### src/rtl/alu_issue_wb.sv
// Single-issue front end for an external 8-bit ALU: operand fetch with EX-stage
// forwarding, a one-deep EX register, and register-file writeback.

module alu_issue_wb_rf_ent #(
  parameter int W = 8
) (
  input  logic         clk,
  input  logic         rst_n,
  input  logic         we,
  input  logic [W-1:0] d,
  output logic [W-1:0] q
);
  always_ff @(posedge clk) begin
    if (!rst_n)  q <= '0;
    else if (we) q <= d;
  end
endmodule

module alu_issue_wb #(
  parameter int W    = 8,
  parameter int NREG = 8,
  parameter int RW   = 3
) (
  input  logic          clk,
  input  logic          rst_n,
  input  logic          in_valid,
  output logic          in_ready,
  input  logic [3:0]    in_ctrl,
  input  logic [RW-1:0] in_rs1,
  input  logic [RW-1:0] in_rs2,
  input  logic [RW-1:0] in_rd,
  input  logic [W-1:0]  in_imm,
  output logic [3:0]    alu_ctrl,
  output logic [W-1:0]  alu_x,
  output logic [W-1:0]  alu_y,
  input  logic [W-1:0]  alu_out,
  input  logic          alu_carry,
  output logic          wb_valid,
  output logic [RW-1:0] wb_rd,
  output logic [W-1:0]  wb_data,
  output logic          flag_c,
  input  logic [RW-1:0] dbg_addr,
  output logic [W-1:0]  dbg_data
);
  localparam logic [3:0] OP_ADD   = 4'b0000;
  localparam logic [3:0] OP_SUB   = 4'b0001;
  localparam logic [3:0] OP_LOADI = 4'b1101;
  localparam int         STAGES   = 1;

  typedef struct packed {
    logic [3:0]    ctrl;
    logic [RW-1:0] rd;
    logic [W-1:0]  x;
    logic [W-1:0]  y;
  } ex_t;

  ex_t                    ex_q, ex_d;
  logic [STAGES:0]        vld_pipe;  // [0] EX holds a live op, [1] writeback pulse
  logic [NREG-1:0][W-1:0] rf;
  logic                   acc, wr;
  logic [W-1:0]           ex_res, rs1_val, rs2_val;

  assign in_ready = rst_n;
  assign acc      = in_valid & rst_n;
  assign wr       = vld_pipe[0];
  assign ex_res   = (ex_q.ctrl == OP_LOADI) ? ex_q.y : alu_out;

  // R0 is hardwired; the other entries only ever take the EX result.
  for (genvar i = 0; i < NREG; i++) begin : g_rf
    if (i == 0) begin : g_zero
      assign rf[i] = '0;
    end else begin : g_ent
      alu_issue_wb_rf_ent #(.W(W)) u_ent (
        .clk   (clk),
        .rst_n (rst_n),
        .we    (wr && (ex_q.rd == RW'(i))),
        .d     (ex_res),
        .q     (rf[i])
      );
    end
  end

  // Forward the EX result so a dependent op issued next cycle never sees the
  // pre-write RF value; this also covers same-edge write/read.
  always_comb begin
    rs1_val = rf[in_rs1];
    rs2_val = rf[in_rs2];
    if (wr && (ex_q.rd != '0)) begin
      if (ex_q.rd == in_rs1) rs1_val = ex_res;
      if (ex_q.rd == in_rs2) rs2_val = ex_res;
    end
    ex_d.ctrl = in_ctrl;
    ex_d.rd   = in_rd;
    ex_d.x    = (in_ctrl == OP_LOADI) ? '0     : rs1_val;
    ex_d.y    = (in_ctrl == OP_LOADI) ? in_imm : rs2_val;
  end

  always_ff @(posedge clk) begin
    if (!rst_n) begin
      ex_q     <= '0;
      vld_pipe <= '0;
      wb_rd    <= '0;
      wb_data  <= '0;
      flag_c   <= 1'b0;
    end else begin
      vld_pipe <= {vld_pipe[STAGES-1:0], acc};
      if (acc) ex_q <= ex_d;
      if (wr) begin
        wb_rd   <= ex_q.rd;
        wb_data <= ex_res;
        if ((ex_q.ctrl == OP_ADD) || (ex_q.ctrl == OP_SUB)) flag_c <= alu_carry;
      end
    end
  end

  assign wb_valid = vld_pipe[STAGES];
  assign alu_ctrl = ex_q.ctrl;
  assign alu_x    = ex_q.x;
  assign alu_y    = ex_q.y;
  assign dbg_data = rf[dbg_addr];

endmodule
### config.mk
export PLATFORM = sky130hd
export DESIGN_NAME = alu_issue_wb
export DESIGN_NICKNAME = d
export VERILOG_FILES = /design/src/rtl/alu_issue_wb.sv
export SDC_FILE = /design/constraint.sdc
export NUM_CORES = 1
export LEC_CHECK = 0
export CAP_MARGIN = 30
export CORE_MARGIN = 10
export CORE_UTILIZATION = 55
export DETAILED_ROUTE_END_ITERATION = 8
export PLACE_DENSITY_LB_ADDON = 0.08
export RECOVER_POWER = 100
export SLEW_MARGIN = 20
export SYNTH_ARGS = -nofsm -noshare
export SYNTH_HDL_FRONTEND = slang
export SYNTH_SLANG_ARGS = --single-unit
### constraint.sdc
create_clock -name clk -period 1.7 [get_ports clk]
set_input_delay 0.34 -clock clk [delete_from_list [all_inputs] [get_ports clk]]
set_output_delay 0.34 -clock clk [all_outputs]
set_load 0.1 [all_outputs]
==> impl_metrics.yaml <==
outcome:
  status: "complete, but fails checks"
  violations: "setup timing"
timing:
  clock_skew_ns: 0.01095
  worst_slew_pin_slew_ns: 0.5903
  grt_setup_unrepaired: "true"
  finalMaxSlewViolations: 0
  period_needed_ns: 1.949
  fmax_mhz: 513.1
  max_slew_margin: 0.6057
  setup_ws_ns: -0.2490
  hold_violations: 0
  hold_slack_ns: 0.2966
  fin_crit_sh: 1.146
  setup-violations-final: 22
critical_path:
  critical_path_buf_inv_count: 2
  max_stage_delay_ns: 0.36
  worst_path_max_delay_cell: "dfxtp_2"
  worstPathArrival_ns: 1.61
  reg2reg_slack_ns: -0.09
  cp_top_family: "flip-flops"
  setup.worst_path.end_class: "output pin"
  crit_chain: "mux2_2 > a221oi_2 > buf_4 > a21oi_4 > buf_12"
  cp_max_fo: 4
  r2r-start: "alu_ctrl[1]"
  path_class: "flip-flop to output pin"
  rr_endpoint: "g_rf[1].g_ent.u_ent.q[0]"
  rr_worst_depth: 6
  startpoint_type: "flip-flop"
  worstPathRequired_ns: 1.36
die:
  pin_count: 78
  rows: 36
  fp.dieW_um: 118.9
  die_height_um: 118.9
  die-area_um2: 14140
  core_um2: 9639
  initial_utilization: 0.5583
global_route:
  grt_max_degree: 76
  antenna_found_initial: 0
  grt_pass1_vias: 4715
  overflow: 0
  grt_pass1_wl_mm: 27.15
  grt.total_usage: 0.2437
synthesis:
  synth-edff-count: 0
  synth-main-ff-cell: "dfxtp_1"
  yosys-top-cells-count: "dfxtp_1, nand2_1, o211a_1, buf_4, mux2i_1"
  synth-async-reset-ratio: 0
  yosys_warnings: 0
  yosysSeqAreaShare: 0.3460
  syn_area_um2: 5381
  ys_ff_latch: 93
  syn_area_per_cell_um2: 10.55
  netlist_instances: 510
  yosysTopAreaCellShare: 0.3460
  synth_cell_types: 54
  syn_nets: 546
  synth_top_area_cell: "dfxtp_1"
  synth_most_common_cell: "dfxtp_1"
  synth_area_leaders: "dfxtp_1, o211a_1, mux4_2"
layout:
  drive_gt1_frac: 0.4025
  area_growth_pct: 31.11
  num_antenna_cells: 0
  fin_nets: 662
  stdcell_count: 764
clocking:
  cts-root-buf: "clkbuf_8"
  worstSkewPairLatency_ns: 0.37
  clock_sinks: 93
  cts_max_path_buffers: 2
  cts_tree: "done"
  hold_buffers: 0
  htree_levels: 3
  cts_buffers: 9
  path_clk_slew_ns: 0.10
pwr:
  internal-power_mw: 3.548
  peakVddDrop_mv: 0.5738
  total_power_mw: 5.151
  p_per_area_nw_per_um2: 730.1
  seqPwrFrac: 0.446
  clockPowerShare: 0.319
  p_leak_nw: 3.584
  swShare: 0.3113
  combPwrFrac: 0.235
  p_sw_mw: 1.604
min_path:
  holdPathStages: 2
  hold_start: "rst_n"
  min_path_type: "input port to flip-flop"
  hold_path_end: "alu_ctrl[3]"
detailed_routing:
  initialDrtViolationCount: 397
  drc_errors: 0
  wire_per_inst_um: 23.14
  vias: 4758
  viasPerCell: 6.228
  first_pass_iters: 6
  wirelength_mm: 17.68
  drtAntennaViolNets: 0
placed_design:
  hpwl_mm: 12.11
  gp_congestion: 0.9123
  dpl.cell_count: 726
  io_buffers: 77
run:
  cap_violations: 0
[worst register-to-register path: stages (launching register included)]
cell and delay [ns]:
dfxtp_1 0.35, nand4b_1 0.14, clkbuf_2 0.33, mux2i_1 0.24, clkbuf_2 0.31, nand2_1 0.13
o211a_1 0.16
[sequential cells by signal, indices dropped and copies added, names as in the netlist]
signal,count
vld_pipe,2
alu_ctrl,4
wb_data,8
alu_y,8
g_rf.g_ent.u_ent.q,56
alu_x,8
wb_rd,3
ex_q,3
flag_c,1
[cell type report]
type / instances / area, um2
flip-flops and latches: 93 / 1891
multi-input cells: 342 / 3168
inverters: 13 / 48.80
fillers: 712 / 2584
clock buffers: 14 / 182.7
repair buffers: 167 / 1560
clock inverters: 2 / 38.79
well taps: 133 / 166.4
[cell usage in the layout (no fill, tap or decap), types with 5 or more instances in the layout]
cell / synthesis / layout
o21ai_1: 1 / 5
o221ai_1: 14 / 13
o2bb2ai_1: 5 / 5
dfxtp_2: 0 / 17
o211a_1: 65 / 65
nand2_1: 79 / 79
buf_4: 26 / 63
a21oi_4: 0 / 8
buf_6: 9 / 5
inv_1: 13 / 8
clkbuf_2: 1 / 28
nor2_2: 7 / 8
clkbuf_8: 0 / 13
mux2_4: 0 / 5
clkdlybuf4s50_1: 0 / 27
a22oi_1: 7 / 7
mux2i_1: 26 / 31
nor2b_1: 14 / 12
a221o_1: 7 / 7
dfxtp_1: 93 / 74
buf_12: 0 / 20
clkbuf_4: 0 / 9
mux4_2: 17 / 19
inv_2: 0 / 5
mux2_2: 18 / 13
a221oi_2: 1 / 9
buf_2: 15 / 7
[timing repair]
| action | CTS | global route |
|---|---|---|
| setup endpoints to repair | 18 | 39 |
| pin swaps | 1 | 9 |
| gates cloned | 3 | 0 |
| gates resized for setup | 53 | 15 |
| setup buffers | 14 | 5 |
[power by group through the flow]
stage	clock [mW]	combinational, mW	sequential, mW
2_1_floorplan	0	0.667	2.44
3_3_place_gp	0	1.23	2.36
3_5_place_dp	0	1.25	2.37
4_1_cts	1.66	1.31	2.31
5_1_grt	1.74	1.26	2.30
6_report	1.64	1.21	2.30
[cells by family (layout without fill, tap and decap cells)]
| group | count (synthesis) | in the layout | share of synthesized area |
|---|---|---|---|
| buffers and inverters | 75 | 196 | 0.08672 |
| muxes | 74 | 74 | 0.2123 |
| DFF | 93 | 93 | 0.3460 |
| xor gates and xnor gates | 5 | 5 | 0.009535 |
| AOI/OAI and AO/OA | 139 | 139 | 0.2299 |
| and+or+nand+nor | 124 | 124 | 0.1156 |
[stage by stage]
step	utilization	setup slack (ns)	instance area, um2	setup TNS (ns)
after global placement	0.7331	-0.7374	7067	-13.08
after floorplan	-	-0.1583	5490	-1.080
after global routing	0.7320	-0.3259	7056	-4.643
final	0.7320	-0.2490	7056	-2.030
after detailed placement	0.7331	-0.7670	7067	-13.74
after CTS	0.7861	-0.2127	7577	-1.565
[metal layers]
metal / share of wire / vias to the layer above / GRT usage / wire (um)
li1: - / 2131 / - / -
met1: 0.43 / 2342 / 0.3190 / 7578
met2: 0.46 / 237 / 0.3901 / 8210
met3: 0.083 / 48 / 0.06708 / 1471
met4: 0.024 / 0 / 0.06031 / 419
met5: 0 / - / 0 / 0
[worst max-delay path by stage]
stage | depth (start not counted) | slack (ns) | startpoint | end
CTS | 5 | -0.21 | g_rf[5].g_ent.u_ent.q[5] | dbg_data[5]
finish | 5 | -0.25 | g_rf[1].g_ent.u_ent.q[1] | dbg_data[1]
global route | 5 | -0.33 | g_rf[1].g_ent.u_ent.q[1] | dbg_data[1]
global placement | 6 | -0.74 | dbg_addr[2] | dbg_data[6]
floorplan | 5 | -0.16 | dbg_addr[2] | dbg_data[1]
detailed placement | 6 | -0.77 | dbg_addr[2] | dbg_data[6]
Note: power is estimated with default switching activity, not from simulation.
